### src/rtl/puf_sig_req_scheduler.sv
// Round-robin scheduler that time-shares one PUF signature engine among NUM_REQ
// requesters and returns the corrected signature (or a timeout error) tagged with the requester ID.
module puf_sig_req_scheduler #(
  parameter int NUM_REQ          = 4,
  parameter int CHALLENGE_SIZE   = 32,
  parameter int SIGN_SIZE        = 256,
  parameter int HELPER_DATA_SIZE = 96,
  parameter int TIMEOUT_CYCLES   = 1024,
  parameter int CLEAR_CYCLES     = 2
) (
  input  logic                                   clk,
  input  logic                                   rst,
  input  logic [NUM_REQ-1:0]                     req_valid,
  output logic [NUM_REQ-1:0]                     req_ready,
  input  logic [NUM_REQ*CHALLENGE_SIZE-1:0]      req_addr,
  input  logic [NUM_REQ*HELPER_DATA_SIZE-1:0]    req_helper,
  output logic                                   rsp_valid,
  input  logic                                   rsp_ready,
  output logic [$clog2(NUM_REQ)-1:0]             rsp_id,
  output logic [SIGN_SIZE-1:0]                   rsp_sig,
  output logic                                   rsp_err,
  output logic [CHALLENGE_SIZE-1:0]              eng_addr,
  output logic [HELPER_DATA_SIZE-1:0]            eng_helper,
  output logic                                   eng_load,
  output logic                                   eng_en,
  input  logic                                   eng_done,
  input  logic [SIGN_SIZE-1:0]                   eng_sig,
  output logic                                   busy
);

  localparam int ID_W   = $clog2(NUM_REQ);
  localparam int TCNT_W = $clog2(TIMEOUT_CYCLES) + 1;
  localparam int CCNT_W = $clog2(CLEAR_CYCLES) + 1;
  localparam logic [TCNT_W-1:0] TLAST = TCNT_W'(TIMEOUT_CYCLES - 1);
  localparam logic [CCNT_W-1:0] CLAST = CCNT_W'(CLEAR_CYCLES - 1);

  typedef enum logic [2:0] {IDLE, LOAD, RUN, RESP, CLEAR} state_t;

  state_t              state, state_nxt;
  logic [ID_W-1:0]     last;
  logic [ID_W-1:0]     win;
  logic                found;
  logic [TCNT_W-1:0]   tcnt;
  logic [CCNT_W-1:0]   ccnt;

  // Lowest valid index above the pointer wins; otherwise wrap to the lowest valid index.
  always_comb begin
    win   = '0;
    found = |req_valid;
    for (int i = NUM_REQ - 1; i >= 0; i--)
      if (req_valid[i]) win = ID_W'(i);
    for (int i = NUM_REQ - 1; i >= 0; i--)
      if (req_valid[i] && (ID_W'(i) > last)) win = ID_W'(i);
  end

  always_ff @(posedge clk or posedge rst) begin
    if (rst) state <= IDLE;
    else     state <= state_nxt;
  end

  always_comb begin
    state_nxt = state;
    req_ready = '0;
    eng_load  = 1'b0;
    eng_en    = 1'b0;
    rsp_valid = 1'b0;
    busy      = (state != IDLE);
    case (state)
      IDLE: begin
        // Gated by rst so the grant reads 0 while reset is held.
        if (found && !rst) req_ready = NUM_REQ'(1) << win;
        if (found) state_nxt = LOAD;
      end
      LOAD: begin
        eng_load  = 1'b1;
        state_nxt = RUN;
      end
      RUN: begin
        eng_load = 1'b1;
        eng_en   = 1'b1;
        if (eng_done || (tcnt == TLAST)) state_nxt = RESP;
      end
      RESP: begin
        eng_load  = 1'b1;
        rsp_valid = 1'b1;
        if (rsp_ready) state_nxt = CLEAR;
      end
      CLEAR: begin
        if ((ccnt == CLAST) && !eng_done) state_nxt = IDLE;
      end
      default: state_nxt = IDLE;
    endcase
  end

  always_ff @(posedge clk or posedge rst) begin
    if (rst) begin
      last       <= ID_W'(NUM_REQ - 1);
      rsp_id     <= '0;
      eng_addr   <= '0;
      eng_helper <= '0;
      rsp_sig    <= '0;
      rsp_err    <= 1'b0;
      tcnt       <= '0;
      ccnt       <= '0;
    end else begin
      case (state)
        IDLE: if (found) begin
          rsp_id     <= win;
          last       <= win;
          eng_addr   <= req_addr[win*CHALLENGE_SIZE +: CHALLENGE_SIZE];
          eng_helper <= req_helper[win*HELPER_DATA_SIZE +: HELPER_DATA_SIZE];
        end
        LOAD: tcnt <= '0;
        RUN: begin
          tcnt <= tcnt + 1'b1;
          // Done has priority over a coincident timeout.
          if (eng_done) begin
            rsp_sig <= eng_sig;
            rsp_err <= 1'b0;
          end else if (tcnt == TLAST) begin
            rsp_sig <= '0;
            rsp_err <= 1'b1;
          end
        end
        RESP: if (rsp_ready) ccnt <= '0;
        CLEAR: if (ccnt != CLAST) ccnt <= ccnt + 1'b1;
        default: ;
      endcase
    end
  end

endmodule

### config.mk
export PLATFORM = sky130hd
export DESIGN_NAME = puf_sig_req_scheduler
export DESIGN_NICKNAME = d
export VERILOG_FILES = /design/src/rtl/puf_sig_req_scheduler.sv
export SDC_FILE = /design/constraint.sdc
export NUM_CORES = 1
export LEC_CHECK = 0
export BUFFER_PORTS_ARGS = -buffer_cell sky130_fd_sc_hd__buf_2
export CORE_AREA = 5 5 451 453
export CTS_CLUSTER_DIAMETER = 50
export DETAILED_ROUTE_END_ITERATION = 10
export DIE_AREA = 0 0 456 458
export SLEW_MARGIN = 20
export SYNTH_ARGS = -nofsm -noshare
export SYNTH_HDL_FRONTEND = slang
export SYNTH_SLANG_ARGS = --single-unit
### constraint.sdc
create_clock -name clk -period 18.2 [get_ports clk]
set_input_delay 4.55 -clock clk [delete_from_list [all_inputs] [get_ports clk]]
set_output_delay 4.55 -clock clk [all_outputs]
set_load 0.05 [all_outputs]
Yosys cells after proc, flatten, opt, wreduce, memory -nomap -nowiden
Index checks and enable logic that the tools add are counted.

Add/subtract/negate cells: 2. Multiply operators: 1. $lt $le $gt $ge: 4. Equal/unequal tests: 12. Shifts and indexed selects: 3. Muxes and demuxes: 26. Reductions and logical operators: 20.

Operators by type and width (number): 2-to-1 mux 256 bit (2); indexed part select 384 x 10 -> 96 bit (1); indexed part select 128 x 8 -> 32 bit (1); one-hot mux 11 bit (2 select lines) (1); 2-to-1 mux 2 bit (10); one-hot mux 3 bit (5 select lines) (1); 2-to-1 mux 3 bit (4); adder 11 x 1 -> 11 bit (second input constant) (1); equality test 11 x 10 -> 1 bit (second input constant) (1); inequality test 2 bit (second input constant) (5); 2-to-1 mux 4 bit (2); equality test 3 x 2 -> 1 bit (second input constant) (2); logical AND 1 bit (6); nonzero test 2 bit (3); 2-to-1 mux 1 bit (5); greater-than comparator 1 x 2 -> 1 bit (first input constant) (2); greater-than comparator 2 bit (first input constant) (2); multiplier 2 x 2 -> 4 bit (second input constant) (1); one-hot mux 2 bit (2 select lines) (1); AND reduction 2 bit (2); AND reduction 4 bit (1); OR reduction 4 bit (1); left shift 1 x 2 -> 4 bit (first input constant) (1); equality test 3 x 1 -> 1 bit (second input constant) (1); other kinds (10) (11).

Register bits after elaboration: 405. Input port bits: 776. Output and inout port bits: 395.

Depth between registers and ports, before layout
Gate-level depths: netlist of run 1.

Word-level depth: 11. Mapped depth: 9. Gate-level depth less buffers: 5.

Worst setup path after synthesis of run 1
No wires, ideal clock.

Path kind: input to output. Start point: in rst. End point: out req_ready[2]. Arrival: 14255 ps. Data required time: 13650 ps. Slack: -605 ps. Cell stages on the path: 2. Buffers on the path: 0. Path through: inv_1 and3_1.

Longest elaborated chain between the ends: 4.

RTL lines: start, declared (line 12) `input logic rst,`; zero test 1 bit (no source line); logical AND 1 bit (line 71) `if (found && !rst) req_ready = NUM_REQ'(1) << win;`; 2-to-1 mux 4 bit (line 71); 2-to-1 mux 4 bit (line 68) `case (state)`; end, declared (line 14) `output logic [NUM_REQ-1:0] req_ready,`.

Every way passes these cells.

Final worst setup path of run 1
Start point: in req_valid[3]. End point: out req_ready[1].

Longest elaborated chain between the ends: 11. Elaborated cells on any way between the ends: 14.

RTL lines: start, declared (line 13) `input logic [NUM_REQ-1:0] req_valid,`; 2-to-1 mux 2 bit (4 in series) (line 51) `if (req_valid[i]) win = ID_W'(i);`; 2-to-1 mux 2 bit (4 in series) (line 53) `if (req_valid[i] && (ID_W'(i) > last)) win = ID_W'(i);`; left shift 1 x 2 -> 4 bit (line 71); 2-to-1 mux 4 bit * (line 71); 2-to-1 mux 4 bit * (line 68).

Every way passes the cells marked *; elsewhere a longest branch is shown, timed or not.

==> results of run 1 <==
## stage by stage
| step | worst slack, ns | util, % | instances |
|---|---|---|---|
| detailed placement | 6.61 | 13.6 | 5411 |
| global route | 6.41 | 15.0 | 5562 |
| CTS | 6.62 | 14.9 | 5541 |
| finish | 6.56 | 15.0 | 5573 |
| global placement | 6.63 | 13.6 | 5411 |
| floorplan | 2.21 | - | 1742 |
## cell usage after synthesis (2+ instances only)
library cell	count	share of area, %
a21o_1	3	0.12
and4_1	2	0.094
a22o_1	257	12
nand4_1	3	0.10
nor4_1	2	0.067
nor2_1	135	2.7
buf_6	6	0.36
buf_12	2	0.21
buf_2	80	2.1
buf_4	2	0.080
nor3_1	7	0.19
dfrtp_1	403	54
a211oi_1	2	0.080
o22ai_1	2	0.067
inv_1	11	0.22
nand2_1	13	0.26
a21oi_1	8	0.21
a31oi_1	129	4.3
dfstp_2	2	0.28
xor2_1	2	0.094
nand3_1	136	3.6
o21a_1	2	0.080
and3_1	3	0.10
and2_1	129	4.3
o21ai_0	142	3.8
buf_8	20	1.6
nand2b_1	6	0.20
ha_1	2	0.13
clkbuf_1	83	1.7
or3_1	4	0.13
a221oi_1	130	6.1
## cell families (layout without fill, tap and decap cells)
family,count (synthesis),in the layout,share of synthesized area [%]
xor gates and xnor gates,2,2,0.0938
and+or+nand+nor,445,445,12.0
adders and majority gates,2,2,0.134
DFF,405,405,54.2
buffers and inverters,206,1349,6.33
AOI/OAI and AO/OA,682,682,27.2
other,0,32,0
## registers in the layout, indices dropped and copies added (netlist names)
| name | cells |
|---|---|
| tcnt | 11 |
| eng_helper | 96 |
| rsp_sig | 256 |
| ccnt | 2 |
| rsp_err | 1 |
| state | 3 |
| last | 2 |
| rsp_id | 2 |
| eng_addr | 32 |
## critical path, stage by stage
cell,delay (ns)
buf_6,0.51
nor4_1,0.23
nand2b_4,0.65
nor3_1,0.71
buf_2,0.39
## worst min-delay path by stage
stage                        end  slack [ns]  cells after the start
floorplan                ccnt[1]        0.47                      2
global placement       rsp_id[1]        0.47                      1
detailed placement  rsp_sig[101]        0.48                      1
CTS                    rsp_id[1]        0.49                      1
global route        rsp_sig[100]        0.50                      1
finish                 rsp_id[1]        0.49                      1
## routing by layer
layer	global-route usage (%)	vias up
li1	-	8880
met1	16.0	10700
met2	23.9	1209
met3	3.98	268
met4	5.64	18
met5	0	-
## cells in the final DEF (no fill, tap or decap), types with 5 or more instances in the layout
cell type | synthesis | final
a21oi_1 | 8 | 8
a221oi_1 | 130 | 130
a22o_1 | 257 | 257
a31oi_1 | 129 | 129
and2_1 | 129 | 128
buf_2 | 80 | 1168
buf_4 | 2 | 37
bufinv_16 | 0 | 11
clkbuf_1 | 83 | 7
clkbuf_16 | 0 | 71
clkbuf_8 | 0 | 11
clkinv_16 | 0 | 5
clkinv_2 | 0 | 10
clkinvlp_4 | 0 | 6
dfrtp_1 | 403 | 403
diode_2 | 0 | 32
inv_1 | 11 | 10
nand2_1 | 13 | 13
nand2b_1 | 6 | 5
nand3_1 | 136 | 136
nor2_1 | 135 | 134
nor3_1 | 7 | 7
o21ai_0 | 142 | 141
## power breakdown
part	total [mW]	switching [mW]	leakage, nW	internal (mW)
registers	1.68	0.348	4.88	1.33
clock network	1.48	0.547	1.27	0.934
logic	3.71	2.88	7.54	0.838
## area by class of cell
type | instances | area (µm²)
tap | 2656 | 3320
clock inverter | 41 | 681
antenna | 32 | 80.1
timing repair buffer | 1207 | 6150
multi-input combinational | 1131 | 7430
inverter | 12 | 48.8
sequential | 405 | 10100
clock buffer | 89 | 1950
fill | 22500 | 169000
==> impl_metrics.toml, run 1 <==
[power_and_ir_drop]
finalPower_mw = 6.88
p_leak_nw = 13.7
peakVddDrop_v = 0.0000826
power_density_mw_per_mm2 = 231

[detailed_routing]
drc = 0
ant_nets = 0
dr.pass1.iters = 6
routed-wl-met3_um = 12000
first_iter_violations = 1916
routedWlPerCell_um = 27.3
wl_um = 152000
viasPerCell = 3.78
wl_met2_um = 75900
via_count = 21100
wl_met1_um = 57500
top_layer = "met5"

[finish]
fin_area_mm2 = 0.0298
post_route_cells_drive_above_1_share_pct = 46.6
fin_nets = 3606
areaGrowthSynthToFinish_pct = 59.5

[logic_synthesis]
ys_seq_area_share_pct = 54.2
ys_warn_count = 0
async_flop_share_pct = 100
synth_cell_type_count = 45
synth-seq-cells = 405
syn_nets = 2520
ys.flop_type = "dfrtp_1"
syn_area_per_cell_um2 = 10.7
synthesis.area_mm2 = 0.0187
synth_edf_count = 0
syn-instance-count = 1742

[setup_path]
critPathMaxFanout = 73
critPathLaunchType = "input port"
cp.arrival_ns = 7.09
critPathKind = "input port to output pin"
rrSetupSlack_ns = 13.50
r2r-end = "rsp_sig[162]"
end_kind = "output pin"
crit_start = "req_valid[3]"
reg2reg_depth = 7
crit_required_ns = 13.65
endpoint = "req_ready[1]"
r2r_start = "state[0]"

[sta]
fin_tns_setup_ns = 0
tightest_slew_ns = 1.16
fin_skew_ns = 0.0565
layout_min_cycle_time_ns = 11.64
setup_viol = 0
holdWs_ns = 0.488
period_share_pct = 63.9
finalHoldViolCount = 0
slew_viol_final = 0
slew_headroom_pct = 23.0
clock.fmax_mhz = 85.9
rsz0062_at_grt = "false"

[floorplanning]
dieHeight_um = 458
rows = 164
core-area_mm2 = 0.199
ios = 1171
die-area_mm2 = 0.209
start_util_pct = 9.40
dieWidth_um = 456

[cts]
cts-buffers-inserted = 71
cts_resized = 0
clock-root-buffer = "clkbuf_16"
htree_levels = 3
clockBufferDepth = 3
post_cts_buffers = 0
cts-hold-fix-buffers = 0
clock_latency_ns = 0.69
path_clk_slew_ns = 0.04
cts_tree = "yes"
numClockSinks = 405

[global_route]
grt-ovfl-total = 0
grt_max_degree = 86
track_usage_pct = 13.8
grt_pass1_vias = 20600
antenna_found_initial = 62
grt_pass1_wl_um = 197000

[placement]
io_buffers = 1170
dp_hpwl_um = 126000
placed_cell_area_mm2 = 0.0271
gp_congestion = 0.965

[min_path]
worstHoldStart = "rsp_id[1]"
hp-class = "flop to flop"

[status]
status = "finished clean"

[run]
drv_cap = 0
Power figures use the tool's default switching activity.
==> run 2: changes to the inputs <==
--- a/config.mk
+++ b/config.mk
@@ -6,10 +6,10 @@
 export NUM_CORES = 1
 export LEC_CHECK = 0
 export BUFFER_PORTS_ARGS = -buffer_cell sky130_fd_sc_hd__buf_2
-export CORE_AREA = 5 5 451 453
+export CORE_AREA = 5 5 456 458
 export CTS_CLUSTER_DIAMETER = 50
 export DETAILED_ROUTE_END_ITERATION = 10
-export DIE_AREA = 0 0 456 458
+export DIE_AREA = 0 0 461 463
 export SLEW_MARGIN = 20
 export SYNTH_ARGS = -nofsm -noshare
 export SYNTH_HDL_FRONTEND = slang
==> constraint.sdc (replaced) <==
create_clock -name clk -period 12.2 [get_ports clk]
set_input_delay 3.05 -clock clk [delete_from_list [all_inputs] [get_ports clk]]
set_output_delay 3.05 -clock clk [all_outputs]
set_load 0.05 [all_outputs]
==> run 2 against run 1 <==
Sequential power is 42% higher. Via count down 1.5%. Clock-buffer cell count fell by 6. Largest cell class unchanged. Highest routed layer unchanged. Critical endpoint is now req_ready[3]. Clock power increased by 50%. Largest power group unchanged.
==> impl_metrics.toml, run 2 (synthesized netlist as in run 1, its figures left out) <==
[placement]
dp_hpwl_um = 128000
dp.cells = 5438
io_buffers = 1170
gp_congestion = 0.926

[floorplanning]
dieHeight_um = 463
dieWidth_um = 461
core-area_mm2 = 0.204
rows = 166
die-area_mm2 = 0.213
start_util_pct = 9.18
ios = 1171

[setup_path]
end_kind = "output pin"
r2r_start = "state[1]"
critPathLaunchType = "input port"
critPathMaxFanout = 53
r2r-end = "eng_helper[41]"
cp.arrival_ns = 4.92
crit_start = "req_valid[1]"
crit_required_ns = 9.15
critPathKind = "input port to output pin"
reg2reg_depth = 7
endpoint = "req_ready[3]"
rrSetupSlack_ns = 8.28

[status]
status = "finished clean"

[global_route]
gr-usage-met2_pct = 24.0
grt_use_met3_pct = 5.92
top_usage_layer = "met2"
grt-ovfl-total = 0
grtUsageMet1_pct = 14.0
antenna_found_initial = 147
track_usage_pct = 13.7
grt_pass1_wl_um = 196000
grt_max_degree = 130
grt_pass1_vias = 20500

[cts]
htree_levels = 3
post_cts_buffers = 0
cts_resized = 0
cts-buffers-inserted = 72
clock_latency_ns = 0.68
path_clk_slew_ns = 0.04
cts_tree = "yes"
clockBufferDepth = 3
numClockSinks = 405
clock-root-buffer = "clkbuf_16"
cts-hold-fix-buffers = 0

[sta]
period_share_pct = 65.4
fin_tns_setup_ns = 0
layout_min_cycle_time_ns = 7.97
slew_headroom_pct = 24.7
finalHoldViolCount = 0
slew_viol_final = 0
fin_skew_ns = 0.0321
setup_viol = 0
tightest_slew_ns = 1.12
holdWs_ns = 0.484
clock.fmax_mhz = 125
rsz0062_at_grt = "false"

[power_and_ir_drop]
finalPower_mw = 10.1
power_density_mw_per_mm2 = 339
peakVddDrop_v = 0.000187
p_leak_nw = 13.7

[detailed_routing]
first_iter_violations = 1433
via_count = 20800
routedWlPerCell_um = 27.3
wl_um = 153000
drc = 0
dr.pass1.iters = 5
ant_nets = 0
viasPerCell = 3.69

[finish]
final_cell_mix = "buf_2 (1168), dfrtp_1 (403), a22o_1 (257)"
post_route_cells_drive_above_1_share_pct = 46.6
largest_reg_flops = 256
areaGrowthSynthToFinish_pct = 59.7
final_common_cell = "buf_2"
largest_registers = "rsp_sig (256), eng_helper (96), eng_addr (32)"
fill_cells = 23200
instances_no_fill = 5616
fin_nets = 3602
top_register = "rsp_sig"

[min_path]
hp-class = "flop to flop"
worstHoldStart = "rsp_id[1]"

[run]
drv_cap = 0
-- run 2: worst min path at each step --
stage / depth (start not counted) / slack (ns) / endpoint
after floorplan: 2 / 0.47 / ccnt[1]
after global placement: 1 / 0.47 / rsp_id[1]
after detailed placement: 1 / 0.47 / rsp_id[1]
after CTS: 1 / 0.49 / rsp_id[1]
after global routing: 1 / 0.50 / rsp_sig[33]
final: 1 / 0.48 / rsp_id[1]
-- run 2: final cells by class --
| type | instances | area (µm²) | share of cell area (%) |
|---|---|---|---|
| sequential | 405 | 10100 | 34.0 |
| timing repair buffer | 1202 | 6130 | 20.5 |
| tap | 2688 | 3360 | 11.3 |
| antenna | 48 | 120 | 0.403 |
| inverter | 12 | 48.8 | 0.164 |
| multi-input combinational | 1131 | 7430 | 24.9 |
| clock buffer | 83 | 1920 | 6.44 |
| clock inverter | 47 | 686 | 2.30 |
-- run 2: worst max-delay path: stages --
cell	delay, ns
buf_4	0.28
nor3_1	0.30
a221o_4	0.54
nand2_1	0.12
nor3_1	0.25
buf_2	0.31
-- run 2: metrics by stage --
stage	instance area [µm²]	utilization, %	worst slack (ns)
after global placement	27100	13.3	4.07
final	29800	14.7	4.23
after detailed placement	27100	13.3	4.19
after floorplan	18700	-	-0.795
after global routing	29800	14.6	4.04
after CTS	29700	14.6	4.19
-- run 2: per-layer routing --
metal,up-vias,wire (µm)
li1,8913,-
met1,9927,52000
met2,1489,75300
met3,389,17700
met4,32,8040
met5,-,214
-- run 2: power breakdown --
| part | switching, mW | leakage [nW] | internal, mW | total (mW) |
|---|---|---|---|---|
| clock | 0.832 | 1.28 | 1.39 | 2.22 |
| sequential | 0.388 | 4.88 | 1.99 | 2.38 |
| combinational | 4.27 | 7.52 | 1.25 | 5.52 |
| total | 5.49 | 13.7 | 4.63 | 10.1 |
